===== src/rtl/display_pkg.sv =====
// Shared types, segment codes and the double-dabble nibble adjust used by
// the GPIO decimal display.
package display_pkg;

   typedef enum logic [1:0] {
      IDLE  = 2'd0,
      CONV  = 2'd1,
      LATCH = 2'd2
   } disp_state_t;

   // Active-low seven-segment codes, bit0 = a ... bit6 = g.
   localparam logic [6:0] SEG_0     = 7'h40;
   localparam logic [6:0] SEG_1     = 7'h79;
   localparam logic [6:0] SEG_2     = 7'h24;
   localparam logic [6:0] SEG_3     = 7'h30;
   localparam logic [6:0] SEG_4     = 7'h19;
   localparam logic [6:0] SEG_5     = 7'h12;
   localparam logic [6:0] SEG_6     = 7'h02;
   localparam logic [6:0] SEG_7     = 7'h78;
   localparam logic [6:0] SEG_8     = 7'h00;
   localparam logic [6:0] SEG_9     = 7'h10;
   localparam logic [6:0] SEG_BLANK = 7'h7F;

   // A BCD nibble of 5 or more would exceed 9 after doubling, so it is
   // pre-corrected by 3 before the shift.
   function automatic logic [3:0] add3(input logic [3:0] nib);
      return (nib >= 4'd5) ? (nib + 4'd3) : nib;
   endfunction

endpackage


===== src/rtl/bcd_seg7.sv =====
// One BCD nibble to an active-low seven-segment pattern, with forced blank.
module bcd_seg7
   import display_pkg::*;
(
   input  logic [3:0] nib_i,
   input  logic       blank_i,
   output logic [6:0] seg_o
);

   // Decode the digit; anything outside 0-9 (unreachable) shows blank.
   always_comb begin
      seg_o = SEG_BLANK;
      if (!blank_i) begin
         case (nib_i)
            4'd0:    seg_o = SEG_0;
            4'd1:    seg_o = SEG_1;
            4'd2:    seg_o = SEG_2;
            4'd3:    seg_o = SEG_3;
            4'd4:    seg_o = SEG_4;
            4'd5:    seg_o = SEG_5;
            4'd6:    seg_o = SEG_6;
            4'd7:    seg_o = SEG_7;
            4'd8:    seg_o = SEG_8;
            4'd9:    seg_o = SEG_9;
            default: seg_o = SEG_BLANK;
         endcase
      end
   end

endmodule


===== src/rtl/gpio_dec_display.sv =====
// Watches the CPU GPIO register, converts each new value to decimal with a
// sequential shift-add-3 engine and drives eight seven-segment digits.
module gpio_dec_display
   import display_pkg::*;
#(
   parameter int IN_W  = 32,
   parameter int NDISP = 8,
   parameter bit BLANK = 1'b1
)(
   input  logic            clk,
   input  logic            res,
   input  logic [IN_W-1:0] gpio_i,
   output logic [6:0]      hex0,
   output logic [6:0]      hex1,
   output logic [6:0]      hex2,
   output logic [6:0]      hex3,
   output logic [6:0]      hex4,
   output logic [6:0]      hex5,
   output logic [6:0]      hex6,
   output logic [6:0]      hex7,
   output logic            ovf,
   output logic            busy
);

   // Decimal digits needed for an IN_W-bit number (log10(2) ~ 0.30103).
   localparam int NBCD  = (IN_W * 30103) / 100000 + 1;
   localparam int BCD_W = 4 * NBCD;
   localparam int CNT_W = $clog2(IN_W);
   localparam int MAXD  = 8;
   localparam logic [CNT_W-1:0] LAST_CNT = CNT_W'(IN_W - 1);

   disp_state_t      state_q, state_d;
   logic [IN_W-1:0]  last_q, last_d;
   logic [IN_W-1:0]  bin_q, bin_d;
   logic [BCD_W-1:0] bcd_q, bcd_d;
   logic [CNT_W-1:0] cnt_q, cnt_d;
   logic [6:0]       hex_q [MAXD];
   logic [6:0]       hex_d [MAXD];
   logic             ovf_q, ovf_d;

   logic [BCD_W-1:0] bcd_adj;
   logic [NDISP-1:0] nz_above;
   logic [6:0]       seg_w [MAXD];

   // Every nibble gets its +3 correction in parallel before the shift.
   generate
      for (genvar gi = 0; gi < NBCD; gi++) begin : g_adj
         assign bcd_adj[4*gi +: 4] = add3(bcd_q[4*gi +: 4]);
      end
   endgenerate

   // nz_above[k] is set when digit k or any higher displayed digit is
   // nonzero; nibbles beyond the display do not keep zeros lit.
   generate
      for (genvar gi = 0; gi < MAXD; gi++) begin : g_seg
         if (gi < NDISP) begin : g_digit
            if (gi == NDISP - 1) begin : g_top
               assign nz_above[gi] = |bcd_q[4*gi +: 4];
            end else begin : g_mid
               assign nz_above[gi] = (|bcd_q[4*gi +: 4]) | nz_above[gi+1];
            end
            bcd_seg7 u_seg (
               .nib_i   (bcd_q[4*gi +: 4]),
               .blank_i (BLANK && (gi != 0) && !nz_above[gi]),
               .seg_o   (seg_w[gi])
            );
         end else begin : g_unused
            assign seg_w[gi] = SEG_BLANK;
         end
      end
   endgenerate

   // Next-state logic for the FSM, the converter datapath and the display.
   always_comb begin
      state_d = state_q;
      last_d  = last_q;
      bin_d   = bin_q;
      bcd_d   = bcd_q;
      cnt_d   = cnt_q;
      hex_d   = hex_q;
      ovf_d   = ovf_q;
      case (state_q)
         IDLE: begin
            // Changes during a conversion are caught here afterwards.
            if (gpio_i != last_q) begin
               last_d  = gpio_i;
               bin_d   = gpio_i;
               bcd_d   = '0;
               cnt_d   = '0;
               state_d = CONV;
            end
         end
         CONV: begin
            {bcd_d, bin_d} = {bcd_adj, bin_q} << 1;
            cnt_d = cnt_q + 1'b1;
            if (cnt_q == LAST_CNT) begin
               state_d = LATCH;
            end
         end
         LATCH: begin
            for (int k = 0; k < MAXD; k++) begin
               hex_d[k] = seg_w[k];
            end
            ovf_d   = |bcd_q[BCD_W-1:4*NDISP];
            state_d = IDLE;
         end
         default: state_d = IDLE;
      endcase
   end

   // State and datapath registers; reset shows a single "0" on hex0.
   always_ff @(posedge clk or negedge res) begin
      if (!res) begin
         state_q <= IDLE;
         last_q  <= '0;
         bin_q   <= '0;
         bcd_q   <= '0;
         cnt_q   <= '0;
         ovf_q   <= 1'b0;
         for (int k = 0; k < MAXD; k++) begin
            if (k == 0 || (!BLANK && k < NDISP)) begin
               hex_q[k] <= SEG_0;
            end else begin
               hex_q[k] <= SEG_BLANK;
            end
         end
      end else begin
         state_q <= state_d;
         last_q  <= last_d;
         bin_q   <= bin_d;
         bcd_q   <= bcd_d;
         cnt_q   <= cnt_d;
         ovf_q   <= ovf_d;
         hex_q   <= hex_d;
      end
   end

   assign busy = (state_q != IDLE);
   assign ovf  = ovf_q;
   assign hex0 = hex_q[0];
   assign hex1 = hex_q[1];
   assign hex2 = hex_q[2];
   assign hex3 = hex_q[3];
   assign hex4 = hex_q[4];
   assign hex5 = hex_q[5];
   assign hex6 = hex_q[6];
   assign hex7 = hex_q[7];

endmodule


===== config.mk =====
export PLATFORM = sky130hd
export DESIGN_NAME = gpio_dec_display
export DESIGN_NICKNAME = d
export VERILOG_FILES = /design/src/rtl/display_pkg.sv /design/src/rtl/bcd_seg7.sv /design/src/rtl/gpio_dec_display.sv
export SDC_FILE = /design/constraint.sdc
export NUM_CORES = 1
export LEC_CHECK = 0
export BUFFER_PORTS_ARGS = -buffer_cell sky130_fd_sc_hd__buf_2
export CORE_MARGIN = 2
export CORE_UTILIZATION = 55
export DETAILED_ROUTE_END_ITERATION = 16
export GPL_TIMING_DRIVEN = 0
export PLACE_DENSITY = 0.78
export SLEW_MARGIN = 5
export SYNTH_ARGS = -nofsm -noshare
export SYNTH_HDL_FRONTEND = slang
export SYNTH_SLANG_ARGS = --single-unit
export TNS_END_PERCENT = 10

===== constraint.sdc =====
create_clock -name clk -period 4.46 [get_ports clk]
set_input_delay 0.446 -clock clk [delete_from_list [all_inputs] [get_ports clk]]
set_output_delay 0.446 -clock clk [all_outputs]
set_load 0.005 [all_outputs]

Yosys cells after proc, flatten, opt, wreduce, memory -nomap -nowiden. Memories as Yosys holds them, arrays and structs flattened. A register that Yosys moved wholly into a read port is not among the register bits. Cells that the tools add are included.

Bitwise logic cells: 6. Add/subtract/negate cells: 11. Mux-type cells: 26. Reductions and logical operators: 15. Equality and inequality tests: 6. Magnitude comparators: 10.

Operators with widths (number): $pmux 40 s2 (1); $pmux 32 s2 (1); $mux 7 (7); $ge 4x3->1 const B (10); $mux 40 (1); $add 4x2->4 const B (9); $mux 4 (9); $mux 32 (1); $ne 32x32->1 (1); $reduce_or 4->1 (7); $pmux 5 s2 (1); $reduce_or 8->1 (1); $or 1x1->1 (6); $reduce_and 2->1 (3); $add 5x1->5 const B (1); $eq 5x5->1 const B (1); $mux 5 (1); $mux 2 (2); $ne 2x2->1 const B (2); $pmux 2 s2 (1); $reduce_bool 2->1 (2); $add 3x2->3 const B (1); $mux 3 (1); $eq 2x1->1 const B (1); other kinds (3) (3).

Memories kept: 8. Bits in read-only memories: 896. Bits in registers: 161. Bits of input ports: 34. Word-level logic and storage cells: 95.

Memory list: (no name shown) (words 16, width 7, rd ports 1, clocked after memory_dff 1, write ports 0, RTL line bcd_seg7.sv:14) `case (nib_i)`; (no name shown) (words 16, width 7, rd ports 1, clocked after memory_dff 0, write ports 0, RTL line bcd_seg7.sv:14); (no name shown) (words 16, width 7, rd ports 1, clocked after memory_dff 0, write ports 0, RTL line bcd_seg7.sv:14); (no name shown) (words 16, width 7, rd ports 1, clocked after memory_dff 0, write ports 0, RTL line bcd_seg7.sv:14); (no name shown) (words 16, width 7, rd ports 1, clocked after memory_dff 0, write ports 0, RTL line bcd_seg7.sv:14); (no name shown) (words 16, width 7, rd ports 1, clocked after memory_dff 0, write ports 0, RTL line bcd_seg7.sv:14); 2 more memories.

Depth between registers and ports, before layout. Gate-level depths: netlist of the first run.

Depth in word-level cells: 8. Mapped depth: 7. Depth with buffers taken out: 7.

By module. Synthesis of the first run repeated with hierarchy kept, for this count alone.

Cell total of the unflattened synthesis: 921. Area total of the unflattened synthesis: 9890.7 µm².

Modules (own cells, without submodules): gpio_dec_display (cells each 655, seq. area each 4266.6 µm², instances 1, area each 7990.2 µm²); bcd_seg7 (g_seg[0].g_digit.u_seg ...) (cells each 33, seq. area each 0.0 µm², instances 6, area each 235.2 µm²); bcd_seg7 (g_seg[1].g_digit.u_seg) (cells each 35, seq. area each 0.0 µm², instances 1, area each 252.7 µm²); bcd_seg7 (g_seg[2].g_digit.u_seg) (cells each 33, seq. area each 0.0 µm², instances 1, area each 236.5 µm²).

Worst setup path before layout of the first run. No wires, ideal clock.

Path type: register to register. Start point: reg bcd_q[12]. End point: reg hex_q, in the netlist hex1[0]. Stages on the path, launching flop included: 8. Path slack: 2.345 ns. Library setup time: 0.061 ns. Arrival: 2.054 ns. Required time: 4.399 ns. Cells stage by stage: dfrtp_1 > inv_1 > ha_1 > nor4bb_1 > nand4_2 > or4_1 > nand3_1 > o22a_1.

Word-level cells in the longest chain between the ends: 5.

Ends and longest elaborated chain: start, declared (RTL line gpio_dec_display.sv:35) `logic [BCD_W-1:0] bcd_q, bcd_d;`; start signal, assigned (RTL line gpio_dec_display.sv:117) `bcd_q <= '0;`; start signal, assigned (RTL line gpio_dec_display.sv:131) `bcd_q <= bcd_d;`; $reduce_or 4->1 (RTL line gpio_dec_display.sv:60) `assign nz_above[gi] = (|bcd_q[4*gi +: 4]) | nz_above[gi+1];`; $or 1x1->1 (3 in a row) (RTL line gpio_dec_display.sv:60); $mux 7 (RTL line bcd_seg7.sv:13) `if (!blank_i) begin`; end signal, assigned by index (RTL line gpio_dec_display.sv:122) `hex_q[k] <= SEG_0;`; end signal, assigned by index (RTL line gpio_dec_display.sv:124) `hex_q[k] <= SEG_BLANK;`; end signal, assigned (RTL line gpio_dec_display.sv:134) `hex_q <= hex_d;`; end, declared (RTL line gpio_dec_display.sv:37) `logic [6:0] hex_q [MAXD];`.

Every way passes these cells. A chain may end at the register's enable or synchronous reset.

Worst setup path in the final report of the first run.
Start point: reg bcd_q[12]. End point: reg hex_q, in the netlist hex1[1].

The elaborated chain is that of the path after synthesis.

==> metrics.txt, run 1 <==
Sw Share=36.9%; worst endpoint data arrival time=between 2000 and 3000 ps; initial antenna violation count=0; io pins=92; PortBufs=91; layout cells sized above 1=22.8%; Worst Setup Start Kind=flop; Avg Cell Area, Syn=10.2 um2; Sequential Power Share=40.0%; clk_skew=8.81 ps; Slew headroom=51.6%; flip-flop and latch count after synthesis=roughly 170; grt total ovfl=0; Mapped Nets=969; WP data required=4830 ps; TritonCTS clock tree=done; Slew @ Worst Pin=726 ps; fin. max-slew vios=0; Rows=46; Tcrit/Tclk final=around 57%; Vias/cell=around 5.8; Hold Fails Final Rpt=0; Post-Synth XOR/XNOR Area=4.86%; mux cell area share after synthesis=4.58%; Pint=4.08 mW; Core Box Area=0.0159 mm2; peak supply drop=between 0.2 and 0.3 mV; footprint of the multi-input gates=0.00436 mm2; detailed-route wire length per cell=17.1 um; Final setup viols=0; final wirelength=between 20 and 25 mm; number of synthesized flops with an enable pin=0; filler cell count=~1300; largest net degree at the start of global routing=103; worst skew pair latency=430 ps; Async SR Flop Fraction=100%; Syn. warnings=0; clock-pin slew on the worst setup and hold paths=70 ps; Top FF cell, synth=dfrtp_1; overall power=roughly 6.5 mW; Sequential Area=0.00427 mm2; drc violations=0; H-tree Lvls=4; NumNets Final=approximately 1100; adder and majority gate portion of the synthesized area=7.08%; area grow syn2layout=15.2%; crit path max fanout=6; Die Footprint=0.0174 mm2; fmax=390 MHz; Compound-Gate Fraction of Synth Area=19.6%; first-pass GRT wire length=34.9 mm; register area share after synthesis=47.3%; Met2 Wirelength=10.2 mm; largest family of logic cells by synthesized area=compound AO/OA/AOI/OAI gates; Die Span X=132 um; CP cell instances=inv_1 -> ha_1 -> nor4bb_1 -> nand4_2 -> or4_1 -> nand3_1 -> o22a_1; minimum clock period=approximately 2600 ps; CTS Buffer Depth=2; GRT Resource Usage Total=24.8%; met3 wire len=1.04 mm; die height=132 um; Final Wtd Congestion=0.905; NetSw=2.38 mW; ANT nets after route=0; Vias=7099; Starting Density=56.6%; CP Capture Type=flop; initial DRC count=511; RSZ-0062 raised after global routing=false; cell area power density=622 mW/mm2; Hold Path Class=input port to flop; HPWL Detailed=14.7 mm; Diodes inserted=0; Setup CP Type=flop to flop; power share of the clock group=around 23%; Post-Syn Area=0.00902 mm2; Max Cap Violations=0; clock root cell=clkbuf_16; CP peak stage delay=560 ps; met1 wire length=between 9 and 10 mm; Synth Instances=roughly 880; outcome=complete, no violations; simple-gate portion of the synthesized area=12.2%; Clock Sink Count=168; Logic pwr share=36.8%; CP max-delay cell=or4_1; Setup TNS=0 ps; cts bufs inserted=17; Synth cell types=52; Leakage=4.66 nW; DRT Pass-1 Iters=5; vias in the first global route=6893; DR top layer=met4
## power groups by stage
stage / sequential, mW / clock (mW) / combinational [mW]
floorplan: 2.54 / 0 / 1.64
global placement: 2.58 / 0 / 2.29
detailed placement: 2.60 / 0 / 2.34
CTS: 2.58 / 1.51 / 2.37
global route: 2.66 / 1.58 / 2.67
finish: 2.59 / 1.50 / 2.38
## final timing paths
check                                       from                   end  slack, ps  depth (start not counted)
hold / removal                         gpio_i[9]  bin_q[9]$_DFFE_PN0P_        280                          2
hold reg to reg              hex0[3]$_DFFE_PN0N_   hex0[3]$_DFFE_PN0N_        470                          2
max in group asynchronous                    res   hex3[4]$_DFFE_PN1N_       3010                          3
min in group asynchronous                    res       ovf$_DFFE_PN0N_        560                          2
setup reg to reg           bcd_q[12]$_DFFE_PN0P_   hex1[1]$_DFFE_PN1N_       1900                          7
setup / recovery           bcd_q[12]$_DFFE_PN0P_   hex1[1]$_DFFE_PN1N_       1900                          7
## Yosys cell counts (4+ instances only)
| cell | number | area share [%] |
|---|---|---|
| a211oi_1 | 4 | 0.33 |
| a21o_1 | 8 | 0.67 |
| a21oi_1 | 79 | 4.4 |
| a221o_1 | 31 | 3.4 |
| a31oi_1 | 5 | 0.35 |
| and2_1 | 33 | 2.3 |
| buf_2 | 9 | 0.50 |
| clkbuf_1 | 39 | 1.6 |
| dfrtp_1 | 118 | 33 |
| dfstp_2 | 50 | 15 |
| ha_1 | 51 | 7.1 |
| inv_1 | 45 | 1.9 |
| mux2_2 | 34 | 4.2 |
| nand2_1 | 65 | 2.7 |
| nand2b_1 | 15 | 1.0 |
| nand3_1 | 6 | 0.33 |
| nand4_1 | 9 | 0.62 |
| nor2_1 | 54 | 2.2 |
| nor2b_1 | 4 | 0.28 |
| nor3_1 | 11 | 0.61 |
| nor3b_1 | 7 | 0.58 |
| o21ai_0 | 43 | 2.4 |
| o21ai_1 | 4 | 0.22 |
| o21bai_1 | 7 | 0.58 |
| o22a_1 | 29 | 2.8 |
| o22ai_1 | 24 | 1.7 |
| o31ai_1 | 10 | 0.83 |
| xnor2_1 | 47 | 4.6 |
## critical path: cells and delay by family, from the launching register on
family	cells	cell delay [ps]
adder cells (fa/ha/maj)	1	270
buffers and inverters	1	150
AO/OA/AOI/OAI	1	190
AND/OR/NAND/NOR	4	1440
flip-flops	1	450
## layer usage
layer | global-route usage [%] | vias to the layer above
li1 | - | 3387
met1 | 33.5 | 3467
met2 | 40.8 | 209
met3 | 4.31 | 36
met4 | 8.39 | 0
met5 | 0 | -
## stage by stage
step	hold slack (ps)	cell area [um2]	instances	util, %	worst slack [ps]
2_1_floorplan	150	9020	884	-	2350
4_1_cts	276	10400	1225	65.2	1900
3_5_place_dp	434	9780	1192	61.3	1860
3_3_place_gp	451	9740	1191	61.1	400
5_1_grt	286	10400	1225	65.2	1760
6_report	284	10400	1225	65.2	1900
## flip-flops by register name (all words and copies together), names as in the netlist, 2 cells and up
register	count
state_q	2
hex5	7
hex3	7
hex6	7
bin_q	32
last_q	32
hex0	7
cnt_q	5
hex7	7
bcd_q	40
hex4	7
hex1	7
hex2	7
## placed cells by master (no fill, tap or decap), types with 8 or more instances in the layout
cell type and count:
dfrtp_1 118, o22ai_1 24, inv_1 45, clkbuf_1 39, a221o_1 31, o22a_1 29
o21ai_0 43, nand4_1 9, nor3_1 11, ha_1 51, mux2_2 34, nor2_1 54
a21o_1 8, and2_1 33, nand2b_1 15, o31ai_1 10, xnor2_1 47, buf_2 99
clkbuf_16 17, a21oi_1 79, dfstp_2 50, nand2_1 65
## area by class of cell
cell class                 count  share of cell area, %
inverter                      45                   1.63
clock inverter                14                   1.54
tap                          216                   2.60
clock buffer                  18                   4.23
buffer                        51                   2.17
timing repair buffer          93                   4.84
multi-input combinational    620                   41.9
sequential                   168                   41.1
## cell families after synthesis
logic type	count (synthesis)
AOI/OAI and AO/OA	263
and+or+nand+nor	219
muxes	37
DFF	168
buffers and inverters	96
adders and majority gates	51
xor gates and xnor gates	50
## what timing repair did
action / in CTS / in global routing
hold buffers: 1 / 0
resized for setup: 0 / 0
endpoints found under the hold margin: 32 / 0
buffers inserted: 0 / 0
setup endpoints to repair: 0 / 0
Note: power is estimated with default switching activity, not from simulation.
==> run 2: changes to the inputs <==
Settings changed: CORE_UTILIZATION 55 to 54, PLACE_DENSITY 0.78 to 0.8.
Clock period 4.46 ns to 2.15 ns, I/O delays scaled along.
==> metrics.txt, run 2 (synthesized netlist as in run 1, its figures left out) <==
drc violations=0 (unchanged); Sequential Area=0.00428 mm2 (+0.23%); area grow syn2layout=18.1%; io pins=92 (unchanged); worst reg-to-reg path cell count=7 (unchanged); first-pass GRT wire length=36.0 mm (+3.3%); Diodes inserted=0 (unchanged); Top reg by flops=bcd_q; Final Wtd Congestion=0.921 (+1.8%); vias in the first global route=7105 (+3.1%); DRT Pass-1 Iters=5 (unchanged); Leakage=4.77 nW (+2.3%); Worst Hold Path Cells=2 (unchanged); cell area power density=1290 mW/mm2 (+110%); CTS Buffer Depth=2 (unchanged); HPWL Detailed=14.8 mm (+0.38%); Setup CP Type=flop to flop; GRT Resource Usage Total=25.5% (+0.65 points); largest net degree at the start of global routing=108 (+4.9%); Die Span X=133 um (+0.89%); Vias/cell=5.89 (+1.6%); Vias=7270 (+2.4%); Worst Hold Slack=46.8 ps (-237 ps); minimum clock period=2130 ps (-433 ps); peak supply drop=0.712 mV (+140%); fin. max-slew vios=0 (unchanged); cts bufs inserted=17 (unchanged); Rows=47 (+2.2%); final wirelength=21.7 mm (+3.5%); commonest non-fill, non-tap cell in the layout=dfrtp_1; footprint of the multi-input gates=0.00451 mm2 (+3.4%); filler cell count=1260 (-2.0%); grt total ovfl=0 (unchanged); CP cell instances=xnor2_1 -> nand4_1 -> nor4_4 -> a31o_2 -> clkbuf_2 -> buf_2 -> a221o_1; Slew headroom=54.7% (+3.1 points); Tcrit/Tclk final=99.1% (+42 points); Final Core Density=64.7% (-0.50 points); R2R Setup Slk=20 ps (-1880 ps); clock root cell=clkbuf_16; NumNets Final=1087 (+0.56%); PortBufs=91 (unchanged); WP data required=2520 ps (-2310 ps); Hold Fails Final Rpt=0 (unchanged); TritonCTS clock tree=done; biggest regs=bcd_q x40, bin_q x32, last_q x32; crit path max fanout=10 (+4); CP Capture Type=flop; outcome=complete, no violations; Die Footprint=0.0177 mm2 (+1.8%); worst skew pair latency=440 ps (about the same); RSZ-0062 raised after global routing=true; H-tree Lvls=4 (unchanged); Core Box Area=0.0165 mm2 (+3.3%); max FFs per register=40 (unchanged); DP Area=0.00979 mm2 (about the same); Worst Setup Start Kind=flop; Starting Density=54.8% (-1.8 points); initial DRC count=407 (-20%); ANT nets after route=0 (unchanged); Final setup viols=0 (unchanged); initial antenna violation count=0 (unchanged); CP max-delay cell=dfrtp_1; Hold Path Class=input port to flop; Slew @ Worst Pin=680 ps (-46.6 ps); detailed-route wire length per cell=17.5 um (+2.6%); worst endpoint data arrival time=2500 ps (-440 ps); Design Area, Final=0.0106 mm2 (+2.5%); clk_skew=9.72 ps (+0.918 ps); fmax=470 MHz (+20%); layout cells sized above 1=26.8% (+4.0 points); CP peak stage delay=390 ps (-170 ps); clock-pin slew on the worst setup and hold paths=80 ps (about the same); die height=133 um (+0.89%); Max Cap Violations=0 (unchanged); Clock Sink Count=168 (unchanged); most frequent cells in the layout=dfrtp_1 (110), buf_2 (99), a21oi_1 (78)
-- run 2: cell types whose count changed in the layout (fill, tap and decap cells not counted), moves of 5 or more --
cell      before  now
buf_4          0    8
clkbuf_1      39   30
clkbuf_2       0    6
clkinv_8       0    7
dfrtp_1      118  110
dfrtp_2        0    8
inv_1         45   37
inv_2          0    5
-- run 2: final timing paths --
| path | from | endpoint |
|---|---|---|
| max | last_q[6]$_DFFE_PN0P_ | bin_q[13]$_DFFE_PN0P_ |
| min reg2reg | hex0[3]$_DFFE_PN0N_ | hex0[3]$_DFFE_PN0N_ |
| min in group asynchronous | res | ovf$_DFFE_PN0N_ |
| max in group asynchronous | res | hex3[5]$_DFFE_PN1N_ |
| min | gpio_i[6] | last_q[6]$_DFFE_PN0P_ |
| max reg2reg | last_q[6]$_DFFE_PN0P_ | bin_q[13]$_DFFE_PN0P_ |
-- run 2: through the flow --
stage | std cells | setup WS, ps | TNS [ps] | power [mW]
after floorplan | 884 | 35.4 | 0 | 8.67
after global placement | 1195 | -1720 | -251710 | 10.1
after detailed placement | 1196 | -395 | -17380 | 10.3
after CTS | 1233 | -53.2 | -934 | 13.6
after global routing | 1235 | -86.9 | -1750 | 14.8
final | 1235 | 20.1 | 0 | 13.8
-- run 2: repair_timing --
item	4_1_cts	5_1_grt
setup buffers	4	2
gates resized for setup	33	27
setup endpoints to repair	137	132
pin swaps	3	8
hold buffers	1	0
hold endpoints to repair	35	0
-- run 2: layout make-up --
| type | instances | area share [%] |
|---|---|---|
| clock buffers | 17 | 4.00 |
| multi-input cells | 620 | 42.3 |
| clock inverters | 15 | 1.84 |
| well taps | 220 | 2.59 |
| plain buffers | 51 | 2.29 |
| repair buffers | 99 | 5.15 |
| inverters | 45 | 1.66 |
| flip-flops and latches | 168 | 40.2 |
-- run 2: per-layer routing --
layer	part of all wire, %	global-route usage (%)	up-vias	routed length, um
met4	2.3	8.75	0	506
met5	0	0	-	0
met3	4.4	4.72	45	951
met2	49	42.4	203	10700
met1	44	33.7	3616	9510
li1	-	-	3406	-
-- run 2: power by group --
group,leakage [nW],total (mW),internal (mW),switching (mW)
Sequential,2.03,5.41,4.50,0.915
Combinational,2.44,5.25,2.39,2.86
Clock,0.300,3.12,1.59,1.52
-- run 2: worst max-delay path, delay by kind of cell, from the launching register on --
| kind | cells | cell delay, ps |
|---|---|---|
| flip-flops | 1 | 390 |
| AO/OA/AOI/OAI | 2 | 400 |
| AND/OR/NAND/NOR | 2 | 580 |
| buffers and inverters | 2 | 470 |
| XOR/XNOR | 1 | 220 |
==> run 3: changes to the inputs <==
Settings changed: CAP_MARGIN from default to 20, REMOVE_ABC_BUFFERS from default to 1.
==> metrics.txt, run 3 (synthesized netlist as in run 1, its figures left out) <==
Vias=6921 (-4.8%); CP peak stage delay=390 ps (about the same); io pins=92 (unchanged); overall power=13.4 mW (-2.6%); footprint of the multi-input gates=0.00456 mm2 (+1.1%); CP cell instances=xnor2_1 -> nand4_1 -> nor4_4 -> buf_4 -> a21oi_4 -> clkbuf_16 -> clkbuf_16 -> a221o_1; Largest delay share family, worst path=simple AND/OR/NAND/NOR gates; Hold Fails Final Rpt=0 (unchanged); Starting Density=54.8% (unchanged); Cell Count, Final, Fillers Out=1204 (-2.5%); initial DRC count=417 (+2.5%); CTS Buffer Depth=2 (unchanged); Hold Path Class=input port to flop; NumNets Final=1056 (-2.9%); Final WS setup=-16.1 ps (-36.2 ps); Worst Hold Slack=55.1 ps (+8.24 ps); area grow syn2layout=19.0%; clock root cell=clkbuf_16; Die Span X=133 um (unchanged); Core Box Area=0.0165 mm2 (unchanged); Tcrit/Tclk final=101% (+1.7 points); WP data required=2460 ps (-60 ps); fmax=462 MHz (-1.7%); Final setup viols=15 (+15); most used cell, CP=clkbuf_16; Final Core Density=65.2% (+0.49 points); largest net degree at the start of global routing=87 (-19%); HPWL Detailed=12.6 mm (-15%); initial antenna violation count=1 (+1); CP Capture Type=flop; first-pass GRT wire length=32.8 mm (-9.0%); clk_skew=10.7 ps (+0.961 ps); Final Wtd Congestion=0.850 (-7.6%); GRT Resource Usage Total=22.9% (-2.6 points); fin. max-slew vios=0 (unchanged); die height=133 um (unchanged); crit path max fanout=5 (-5); minimum clock period=2170 ps (+36.2 ps); Rows=47 (unchanged); Slew @ Worst Pin=643 ps (-36.9 ps); Vias/cell=5.75 (-2.3%); vias in the first global route=6713 (-5.5%); cell area power density=1250 mW/mm2 (-3.3%); commonest non-fill, non-tap cell in the layout=dfrtp_1; cts bufs inserted=17 (unchanged); filler cell count=1259 (-0.079%); Clock Sink Count=168 (unchanged); Diodes inserted=0 (unchanged); outcome=complete, but fails checks; Max Cap Violations=0 (unchanged); RSZ-0062 raised after global routing=true; Setup TNS=-121 ps (-121 ps); failing checks=setup timing; biggest regs=bcd_q x40, bin_q x32, last_q x32; Leakage=4.81 nW (+0.85%); Sequential Area=0.00428 mm2 (about the same); H-tree Lvls=4 (unchanged); Die Footprint=0.0177 mm2 (unchanged); max FFs per register=40 (unchanged); layout cells sized above 1=27.1% (+0.34 points); ANT nets after route=0 (unchanged); Setup CP Type=flop to flop; placed insts=1151 (-3.8%); PortBufs=91 (unchanged); worst skew pair latency=430 ps (about the same); DRT Pass-1 Iters=6 (+1); WP buf/inv=3 (+1); most frequent cells in the layout=dfrtp_1 (111), buf_2 (90), a21oi_1 (78); TritonCTS clock tree=done; drc violations=0 (unchanged); detailed-route wire length per cell=16.9 um (-3.4%); Worst Setup Start Kind=flop; Slew headroom=57.1% (+2.5 points); clock-pin slew on the worst setup and hold paths=70 ps (about the same); CP max-delay cell=dfrtp_1; grt total ovfl=0 (unchanged); Top reg by flops=bcd_q; R2R Setup Slk=-20 ps (-40 ps); worst endpoint data arrival time=2480 ps (-20 ps); final wirelength=20.4 mm (-5.9%); peak supply drop=0.636 mV (-11%)
[run 3: cell count changes in the layout (fill, tap and decap cells not counted), sizes merged]
| cell | before | now |
|---|---|---|
| nor2b | 4 | 5 |
| buf | 112 | 110 |
| clkbuf | 54 | 29 |
| a31o | 1 | 2 |
| a21oi | 79 | 80 |
| bufinv | 0 | 1 |
| clkinv | 7 | 4 |
| inv | 53 | 47 |
| clkinvlp | 0 | 1 |
[run 3: power by group]
part / switching, mW / internal [mW] / leakage (nW)
Sequential: 1.20 / 4.49 / 2.03
Clock: 1.27 / 1.80 / 0.292
Combinational: 2.36 / 2.29 / 2.49
[run 3: final cells by class]
type / count / area share [%]
Clock buffer: 24 / 4.79
Timing Repair Buffer: 116 / 7.97
Tap cell: 220 / 2.57
Sequential cell: 168 / 39.9
Multi-Input combinational cell: 623 / 42.5
Inverter: 45 / 1.57
Clock inverter: 8 / 0.781
[run 3: worst reg2reg max path, cell delays in order (launching register included)]
cell,delay [ps]
dfrtp_1,390
xnor2_1,150
nand4_1,250
nor4_4,370
buf_4,180
a21oi_4,70
clkbuf_16,180
clkbuf_16,150
a221o_1,300
[run 3: per-layer routing]
metal | vias to the layer above | global-route usage [%] | share of wire [%]
met5 | - | 0 | 0.034
met1 | 3362 | 29.1 | 43
met3 | 43 | 5.63 | 5.2
met4 | 2 | 8.51 | 2.2
li1 | 3339 | - | -
met2 | 175 | 38.3 | 50
[run 3: metrics by stage]
step	instance area [um2]	setup slack [ps]
2_1_floorplan	8790	-3120
5_1_grt	10700	-118
3_5_place_dp	9710	-477
6_report	10700	-16.1
4_1_cts	10500	-13.0
3_3_place_gp	9520	-5560
[run 3: final timing paths]
kind / cells past startpoint / end / from
hold / removal: 2 / last_q[19]$_DFFE_PN0P_ / gpio_i[19]
max in group asynchronous: 3 / last_q[10]$_DFFE_PN0P_ / res
hold reg to reg: 2 / hex4[6]$_DFFE_PN1N_ / hex4[6]$_DFFE_PN1N_
setup / recovery: 8 / bin_q[29]$_DFFE_PN0P_ / last_q[23]$_DFFE_PN0P_
setup reg to reg: 8 / bin_q[29]$_DFFE_PN0P_ / last_q[23]$_DFFE_PN0P_
min in group asynchronous: 2 / bcd_q[17]$_DFFE_PN0P_ / res
[run 3: timing repair]
| action | CTS | global route |
|---|---|---|
| hold endpoints to repair | 45 | 0 |
| cloned | 2 | 6 |
| hold buffers | 1 | 0 |
| pin swaps | 7 | 43 |
| resized for setup | 23 | 20 |
| setup endpoints to repair | 102 | 94 |
| buffers inserted | 8 | 4 |
